**config.mk**
```make
export PLATFORM = sky130hd
export DESIGN_NAME = gate_sweep_ctrl
export DESIGN_NICKNAME = d
export VERILOG_FILES = /design/src/rtl/gate_test_pkg.sv /design/src/rtl/settle_timer.sv /design/src/rtl/gate_sweep_ctrl.sv
export SDC_FILE = /design/constraint.sdc
export NUM_CORES = 1
export LEC_CHECK = 0
export ABC_AREA = 1
export CORE_MARGIN = 2
export CORE_UTILIZATION = 44
export DETAILED_ROUTE_END_ITERATION = 10
export GPL_TIMING_DRIVEN = 0
export PLACE_DENSITY_LB_ADDON = 0.15
export RECOVER_POWER = 25
export SYNTH_ARGS = -nofsm -noshare
export SYNTH_HDL_FRONTEND = slang
export SYNTH_SLANG_ARGS = --single-unit
```
**constraint.sdc**
```tcl
create_clock -name clk_i -period 1.7 [get_ports clk_i]
set_clock_uncertainty 0.2 [all_clocks]
set_input_delay 0.17 -clock clk_i [delete_from_list [all_inputs] [get_ports clk_i]]
set_output_delay 0.17 -clock clk_i [all_outputs]
set_load 0.02 [all_outputs]
```
**src/rtl/gate_test_pkg.sv**
```systemverilog
// Shared definitions for the gate sweep controller: FSM state encoding and
// truth tables of common 2-input gates (bit i = output for input vector i).
package gate_test_pkg;

  typedef enum logic [1:0] {
    ST_IDLE   = 2'd0,
    ST_DRIVE  = 2'd1,
    ST_SAMPLE = 2'd2,
    ST_DONE   = 2'd3
  } state_e;

  localparam logic [3:0] NAND_TT = 4'b0111;
  localparam logic [3:0] AND_TT  = 4'b1000;
  localparam logic [3:0] OR_TT   = 4'b1110;
  localparam logic [3:0] XOR_TT  = 4'b0110;

endpackage

```
**src/rtl/settle_timer.sv**
```systemverilog
// Loadable down-counter that measures how long the gate inputs have been
// held. zero_o is high once the count has run out.
module settle_timer #(
  parameter int unsigned W = 1
) (
  input  logic         clk_i,
  input  logic         reset_i,
  input  logic         load_i,
  input  logic [W-1:0] load_val_i,
  input  logic         dec_i,
  output logic         zero_o
);

  logic [W-1:0] cnt_q;
  logic [W-1:0] cnt_d;

  // Next count: a load wins over a decrement; the counter stops at zero.
  always_comb begin
    cnt_d = cnt_q;
    if (load_i) begin
      cnt_d = load_val_i;
    end else if (dec_i && (cnt_q != '0)) begin
      cnt_d = cnt_q - W'(1);
    end
  end

  // Count register with synchronous reset.
  always_ff @(posedge clk_i) begin
    if (reset_i) cnt_q <= '0;
    else         cnt_q <= cnt_d;
  end

  assign zero_o = (cnt_q == '0);

endmodule

```
**src/rtl/gate_sweep_ctrl.sv**
```systemverilog
// Self-test sequencer for one combinational gate: steps the gate inputs
// through every vector in ascending order, samples the output after a settle
// interval, compares against the expected truth table and reports the result.
module gate_sweep_ctrl
  import gate_test_pkg::*;
#(
  parameter int unsigned           N_IN     = 2,
  parameter int unsigned           SETTLE   = 1,
  parameter logic [2**N_IN-1:0]    EXPECTED = NAND_TT
) (
  input  logic                 clk_i,
  input  logic                 reset_i,
  input  logic                 start_i,
  output logic [N_IN-1:0]      dut_in_o,
  input  logic                 dut_out_i,
  output logic                 busy_o,
  output logic                 done_o,
  output logic                 pass_o,
  output logic [2**N_IN-1:0]   result_o,
  output logic [N_IN:0]        err_count_o,
  output logic [N_IN-1:0]      first_err_o,
  output logic                 first_err_valid_o
);

  localparam int unsigned      N_VEC       = 2**N_IN;
  localparam int unsigned      TW          = $clog2(SETTLE + 1);
  localparam logic [TW-1:0]    SETTLE_LOAD = TW'(SETTLE - 1);
  localparam logic [N_IN-1:0]  LAST_IDX    = N_IN'(N_VEC - 1);

  state_e                state_q, state_d;
  logic [N_IN-1:0]       idx_q, idx_d;
  logic [N_IN-1:0]       dut_in_q, dut_in_d;
  logic [N_VEC-1:0]      result_q, result_d;
  logic [N_IN:0]         err_count_q, err_count_d;
  logic [N_IN-1:0]       first_err_q, first_err_d;
  logic                  first_err_valid_q, first_err_valid_d;
  logic                  pass_q, pass_d;
  logic                  timer_load;
  logic                  timer_dec;
  logic                  timer_zero;

  // Settle counter: loaded with SETTLE-1 on DRIVE entry so DRIVE lasts
  // exactly SETTLE cycles.
  settle_timer #(
    .W (TW)
  ) u_settle_timer (
    .clk_i      (clk_i),
    .reset_i    (reset_i),
    .load_i     (timer_load),
    .load_val_i (SETTLE_LOAD),
    .dec_i      (timer_dec),
    .zero_o     (timer_zero)
  );

  // Next-state and datapath update for the sweep sequence.
  always_comb begin
    // NOTE: every signal assigned below gets a default first so no path
    // leaves it unassigned, which would otherwise infer a latch.
    state_d           = state_q;
    idx_d             = idx_q;
    dut_in_d          = dut_in_q;
    result_d          = result_q;
    err_count_d       = err_count_q;
    first_err_d       = first_err_q;
    first_err_valid_d = first_err_valid_q;
    pass_d            = pass_q;
    timer_load        = 1'b0;
    timer_dec         = 1'b0;

    case (state_q)
      ST_IDLE: begin
        if (start_i) begin
          state_d           = ST_DRIVE;
          idx_d             = '0;
          dut_in_d          = '0;
          result_d          = '0;
          err_count_d       = '0;
          first_err_d       = '0;
          first_err_valid_d = 1'b0;
          pass_d            = 1'b0;
          timer_load        = 1'b1;
        end
      end

      ST_DRIVE: begin
        if (timer_zero) state_d   = ST_SAMPLE;
        else            timer_dec = 1'b1;
      end

      ST_SAMPLE: begin
        result_d[idx_q] = dut_out_i;
        if (dut_out_i != EXPECTED[idx_q]) begin
          err_count_d = err_count_q + (N_IN + 1)'(1);
          if (!first_err_valid_q) begin
            first_err_d       = idx_q;
            first_err_valid_d = 1'b1;
          end
        end
        if (idx_q == LAST_IDX) begin
          // pass uses the count including this final sample, so it is
          // valid in the same cycle as done.
          state_d = ST_DONE;
          pass_d  = (err_count_d == '0);
        end else begin
          state_d    = ST_DRIVE;
          idx_d      = idx_q + N_IN'(1);
          dut_in_d   = idx_q + N_IN'(1);
          timer_load = 1'b1;
        end
      end

      ST_DONE: begin
        state_d = ST_IDLE;
      end

      default: begin
        state_d = ST_IDLE;
      end
    endcase
  end

  // State and datapath registers; reset discards any sweep in progress.
  always_ff @(posedge clk_i) begin
    // NOTE: sequential state uses non-blocking assignments so every register
    // samples the values from before this edge, independent of order.
    if (reset_i) begin
      state_q           <= ST_IDLE;
      idx_q             <= '0;
      dut_in_q          <= '0;
      result_q          <= '0;
      err_count_q       <= '0;
      first_err_q       <= '0;
      first_err_valid_q <= 1'b0;
      pass_q            <= 1'b0;
    end else begin
      state_q           <= state_d;
      idx_q             <= idx_d;
      dut_in_q          <= dut_in_d;
      result_q          <= result_d;
      err_count_q       <= err_count_d;
      first_err_q       <= first_err_d;
      first_err_valid_q <= first_err_valid_d;
      pass_q            <= pass_d;
    end
  end

  assign dut_in_o          = dut_in_q;
  assign busy_o            = (state_q == ST_DRIVE) || (state_q == ST_SAMPLE);
  assign done_o            = (state_q == ST_DONE);
  assign pass_o            = pass_q;
  assign result_o          = result_q;
  assign err_count_o       = err_count_q;
  assign first_err_o       = first_err_q;
  assign first_err_valid_o = first_err_valid_q;

endmodule

```
==> results of run 1 <==
-- stage by stage --
| step | TNS, ns | instances | cell area (um^2) | util, % | hold WS [ns] |
|---|---|---|---|---|---|
| 2_1_floorplan | 0 | 127 | 948 | - | 0.0391 |
| 3_3_place_gp | -0.118 | 172 | 1160 | 58.6 | 0.257 |
| 3_5_place_dp | -0.178 | 172 | 1160 | 58.6 | 0.268 |
| 4_1_cts | 0 | 176 | 1200 | 60.4 | 0.284 |
| 5_1_grt | -0.0280 | 177 | 1220 | 61.4 | 0.301 |
| 6_report | 0 | 177 | 1220 | 61.4 | 0.278 |
-- metal layers --
| metal | share of wire [%] | up-vias |
|---|---|---|
| li1 | - | 456 |
| met5 | 0 | - |
| met1 | 46 | 392 |
| met3 | 3.4 | 2 |
| met4 | 0.50 | 0 |
| met2 | 50 | 20 |
-- cell usage after synthesis --
library cell  count
nand3_2           1
nor2_1            7
nand2_1          32
inv_1            16
ha_1             10
o211ai_1          1
nand3_1           4
nor3_1            1
a21oi_1          15
nand2_2           3
nor2_4            4
buf_6             1
inv_2             2
nand2_4           1
clkbuf_1          1
o21ai_0           7
nand4_1           4
nand3b_1          1
dfxtp_1          16
-- where the power goes --
group / leakage, nW / internal, mW / switching (mW)
combinational: 0.390 / 0.103 / 0.187
sequential: 0.132 / 0.394 / 0.0167
clock: 0.0210 / 0.130 / 0.123
-- layout make-up --
type	count	area [um^2]	area share, %
Sequential cell	16	330	27.2
Buffer	2	15.0	1.23
Inverter	18	70.1	5.76
Timing Repair Buffer	19	169	13.9
Tap cell	27	33.8	2.78
Multi-Input combinational cell	91	562	46.2
Clock buffer	4	36.3	2.98
-- timing repair --
action | CTS | global route
setup endpoints to repair | 5 | 15
pin swaps | 0 | 3
hold buffers | 0 | 0
resized for setup | 7 | 14
cloned | 0 | 0
hold endpoints to repair | 0 | 0
buffers inserted | 0 | 1
-- worst max path at each step --
stage                                   end
after floorplan              first_err_o[0]
after global placement               pass_o
after detailed placement             pass_o
after CTS                    err_count_o[1]
after global routing                 pass_o
final                     first_err_valid_o
-- cell families after synthesis --
group / share of synthesized area, %
flops: 34.3
compound gates: 12.6
fa+ha+maj: 13.4
buf+inv: 8.84
simple gates: 30.9
-- state kept, by name, summed over array words and instances (netlist names) --
signal	cells
dut_in_o	2
err_count_o	3
first_err_o	2
first_err_valid_o	1
pass_o	1
result_o	4
state_q	2
u_settle_timer.cnt_q	1
-- layout by cell type (no fill, tap or decap), types with 2 or more instances in the layout --
master,netlist,routed
dfxtp_1,16,12
nand3_1,4,4
dlygate4sd2_1,0,3
nand2_2,3,3
clkdlybuf4s50_1,0,11
dfxtp_4,0,2
inv_2,2,2
nor2_4,4,4
a21oi_1,15,15
o21ai_0,7,7
ha_1,10,6
nand2_1,32,32
inv_1,16,15
nand4_1,4,4
ha_4,0,2
clkbuf_4,0,3
dfxtp_2,0,2
ha_2,0,2
nor2_1,7,7
clkbuf_1,1,3
==> metrics.md, run 1 <==
| Metric | Value |
|---|---|
| Status | `finished clean` |
| Max-slew violation count | `0` |
| Leakage power | `0.543 nW` |
| Slew headroom | `69.4%` |
| Yosys cell types | `19` |
| CTS root buf | `clkbuf_4` |
| Syn. warnings | `0` |
| Crit Reg-Reg Endpoint | `pass_o` |
| Slowest cell on crit path | `clkdlybuf4s50_1` |
| Syn_area_per_cell | `7.36 um^2` |
| Post-Synthesis Cell Area | `935 um^2` |
| Crit path max-delay family | `buffers and inverters` |
| GRT met1 Usage | `23.4%` |
| Vias per inst | `4.92` |
| Hold Path Class | `register to register` |
| WL per Instance | `11.2 um` |
| Gp weighted congestion | `0.754` |
| Crit-path max FO | `3` |
| GR Overflow Total | `0` |
| CP endpoint kind | `output port` |
| Synth-to-Final Area Change | `30.1%` |
| Crit path from | `first_err_valid_o` |
| First drt pass iteration count | `4` |
| R2R cell count | `8` |
| Maximum VDD drop | `0.393 mV` |
| CP Cell Sequence | `clkdlybuf4s50_1` |
| Boundary Pins | `19` |
| Crit path kind | `register to output port` |
| Core area | `0.00198 mm^2` |
| Detail Placement HPWL | `1440 um` |
| Hold path cells | `2` |
| Worst Path Arrival | `1.26 ns` |
| Post-synthesis register bit count | `16` |
| Die area | `0.00251 mm^2` |
| Sink Count | `16` |
| Via count | `870` |
| Syn Inst Count | `127` |
| Worst skew pair latency | `0.28 ns` |
| Stages on the worst setup path | `1` |
| # DRC | `0` |
| Number of DRC markers in iteration 0 | `19` |
| CTS buffer count | `3` |
| Worst path required time | `1.33 ns` |
| Global-route wire length before repair | `3550 um` |
| CTS HTree Levels | `1` |
| Ant diodes | `0` |
| Clock-pin slew on the worst setup and hold paths | `0.10 ns` |
| Final Setup Violations | `0` |
| Fin. Hold Viols | `0` |
| Fmax | `615 MHz` |
| Hold EP | `result_o[3]` |
| Die Y | `50.1 um` |
| Post-layout total power | `0.953 mW` |
| GR Layer Usage met3 | `3.03%` |
| Layout cells sized above 1 | `18.0%` |
| Max-Cap Viols | `0` |
| PortBufs | `18` |
| Initial cell density of the core | `47.2%` |
| Clk buf depth | `2` |
| Fillers | `192` |
| R2R setup slack | `0.11 ns` |
| Nets | `165` |
| Worst-Margin Slew | `0.459 ns` |
| Yosys top cell by area | `dfxtp_1` |
| GRT met2 Usage | `29.6%` |
| Fin crit share | `95.6%` |
| Gr busiest metal | `met2` |
| Largest net degree at the start of global routing | `11` |
| Synth Net Count | `141` |
| Min-delay src | `result_o[3]` |
| RSZ-0062 raised after global routing | `true` |
| WL final | `1980 um` |
| Pwr Density | `783 mW/mm^2` |
| Register area share after synthesis | `34.3%` |
| Post-Place Setup Slack | `-0.0709 ns` |
| Buffers & Inverters on Critical Path | `1` |
| Placement Rows | `16` |
| Horiz. Die Dim | `50.1 um` |
| CP Launch Type | `register` |
| Vias in the first global route | `877` |
| Final setup margin | `0.0745 ns` |
| Initial antenna violation count | `0` |
| CP peak stage delay | `0.61 ns` |
| CTS tree | `done` |
| Synth top area share | `34.3%` |
| Largest cells by area after synthesis | `dfxtp_1 (34%), ha_1 (13%), nand2_1 (13%), a21oi_1 (8.0%), inv_1 (6.4%)` |
| GRT Resource Usage Total | `17.9%` |
| Antenna Nets Post-Route | `0` |
| Worst R2R Start | `dut_in_o[0]` |
| Period minus WS final | `1.63 ns` |
(Power assumes the default switching activity.)
==> run 2, diff against run 1 <==
CORE_MARGIN = default   (was 2)
==> run 2 against run 1 <==
- sequential share of layout area about the same
- combinational power about the same
- critical endpoint unchanged
- highest routed layer unchanged
- register-to-register slack about the same
- wire length down 2.3%
==> metrics.md, run 2 (synthesis results as in run 1) <==
| Metric | Value |
|---|---|
| Status | `finished clean` |
| Hold Buf Count CTS | `0 (unchanged)` |
| CP Launch Type | `register` |
| CP endpoint kind | `output port` |
| Pwr Density | `804 mW/mm^2 (+2.6%)` |
| CTS buffer count | `3 (unchanged)` |
| Core area | `0.00198 mm^2 (unchanged)` |
| Max-slew violation count | `0 (unchanged)` |
| Most frequent cells in the layout | `nand2_1 (32), inv_1 (16), a21oi_1 (15)` |
| WL final | `1940 um (-2.3%)` |
| Worst skew pair latency | `0.30 ns (+0.02 ns)` |
| Die Y | `48.1 um (-4.0%)` |
| Final setup margin | `0.0583 ns (-0.0162 ns)` |
| Crit-path max FO | `3 (unchanged)` |
| Initial antenna violation count | `0 (unchanged)` |
| Via count | `860 (-1.1%)` |
| Crit path kind | `register to output port` |
| Ant diodes | `0 (unchanged)` |
| RSZ-0062 raised after global routing | `true` |
| Leakage power | `0.525 nW (-3.2%)` |
| WL per Instance | `10.9 um (-2.3%)` |
| Crit path max-delay family | `buffers and inverters` |
| Clk buf depth | `2 (unchanged)` |
| CTS HTree Levels | `1 (unchanged)` |
| Setup tns final | `0 ns (unchanged)` |
| Gp weighted congestion | `0.716 (-5.1%)` |
| Worst-Margin Slew | `0.429 ns (-0.0303 ns)` |
| Fin. Hold Viols | `0 (unchanged)` |
| Largest register FFs | `4 (unchanged)` |
| Slowest cell on crit path | `clkdlybuf4s50_1` |
| Hold Slack | `0.283 ns (+0.00543 ns)` |
| Sink Count | `16 (unchanged)` |
| Initial cell density of the core | `47.2% (unchanged)` |
| Post-Place Setup Slack | `-0.0644 ns (+0.00647 ns)` |
| Post-Route Utilization | `60.3% (-1.1 points)` |
| First drt pass iteration count | `4 (unchanged)` |
| Nets | `165 (unchanged)` |
| CP peak stage delay | `0.61 ns (about the same)` |
| Final Setup Violations | `0 (unchanged)` |
| # DRC | `0 (unchanged)` |
| Synth-to-Final Area Change | `27.8%` |
| Post-layout total power | `0.960 mW (+0.79%)` |
| Maximum VDD drop | `0.476 mV (+21%)` |
| Global-route wire length before repair | `3020 um (-15%)` |
| GRT Resource Usage Total | `19.2% (+1.2 points)` |
| GR Overflow Total | `0 (unchanged)` |
| Worst path required time | `1.33 ns (about the same)` |
| Antenna Nets Post-Route | `0 (unchanged)` |
| PortBufs | `18 (unchanged)` |
| Slew headroom | `71.4% (+2.0 points)` |
| Vias per inst | `4.86 (-1.1%)` |
| Fmax | `609 MHz (-0.98%)` |
| Fin crit share | `96.6% (+0.95 points)` |
| Vias in the first global route | `748 (-15%)` |
| Max-Cap Viols | `0 (unchanged)` |
| Number of DRC markers in iteration 0 | `29 (+10)` |
| Horiz. Die Dim | `48.1 um (-4.0%)` |
| Placement Rows | `16 (unchanged)` |
| Boundary Pins | `19 (unchanged)` |
| Detail Placement HPWL | `1450 um (+0.46%)` |
| Clock-pin slew on the worst setup and hold paths | `0.11 ns (about the same)` |
| Die area | `0.00231 mm^2 (-7.8%)` |
| Fillers | `193 (+0.52%)` |
| CP Cell Sequence | `clkdlybuf4s50_1` |
| Largest net degree at the start of global routing | `11 (unchanged)` |
| Period minus WS final | `1.64 ns (+0.0162 ns)` |
| Commonest non-fill, non-tap cell in the layout | `nand2_1` |
| Worst Path Arrival | `1.27 ns (about the same)` |
| CTS tree | `done` |
| Layout cells sized above 1 | `16.7% (-1.3 points)` |
| CTS root buf | `clkbuf_4` |
| Hold Path Class | `register to register` |
| Buffers & Inverters on Critical Path | `1 (unchanged)` |
[run 2: cell count changes in the layout (fill, tap and decap cells not counted)]
cell             change
dfxtp_1              +1
inv_4                -1
ha_2                 +1
dfxtp_2              +1
ha_4                 -1
clkdlybuf4s50_1      +1
inv_1                +1
dfxtp_4              -2
dlymetal6s2s_1       -1
[run 2: final cells by class]
type	instances	area [um^2]	area share (%)
sequential	16	324	27.1
inverter	18	67.6	5.65
clock buffer	4	36.3	3.04
buffer	2	15.0	1.26
tap	27	33.8	2.83
timing repair buffer	19	166	13.9
multi-input combinational	91	552	46.2
[run 2: per-layer routing]
layer	share of wire, %	vias to the layer above	global-route usage, %
met4	1.2	0	10.0
met1	48	382	23.6
met2	47	17	31.9
met3	4.0	4	3.33
met5	0	-	0
li1	-	457	-
[run 2: power by group]
group          switching (mW)  leakage (nW)  total, mW  internal [mW]
Sequential             0.0127         0.131      0.405          0.393
Combinational           0.186         0.373      0.290          0.104
Clock                   0.134        0.0210      0.265          0.131
[run 2: metrics by stage]
stage	area (um^2)	cells
4_1_cts	1200	176
2_1_floorplan	948	127
3_3_place_gp	1160	172
3_5_place_dp	1160	172
6_report	1190	177
5_1_grt	1190	177
[run 2: path summary, 6_finish.rpt]
kind,endpoint,cells after the start,slack (ns),startpoint
min reg2reg,result_o[3],2,0.28,result_o[3]
max reg2reg,first_err_valid_o,8,0.11,state_q[0]
min,result_o[3],2,0.28,result_o[3]
max,first_err_valid_o,1,0.06,first_err_valid_o
[run 2: what timing repair did]
| action | CTS | global route |
|---|---|---|
| resized for setup | 7 | 8 |
| setup endpoints to repair | 4 | 13 |
| endpoints found under the hold margin | 0 | 0 |
| pin swaps | 0 | 2 |
| buffers inserted | 0 | 1 |
==> run 3, diff against run 2 <==
CTS_CLUSTER_SIZE = 16   (was default)
==> results of run 3 <==
Same layout as run 2: the final DEF is identical, and so are final timing and power.
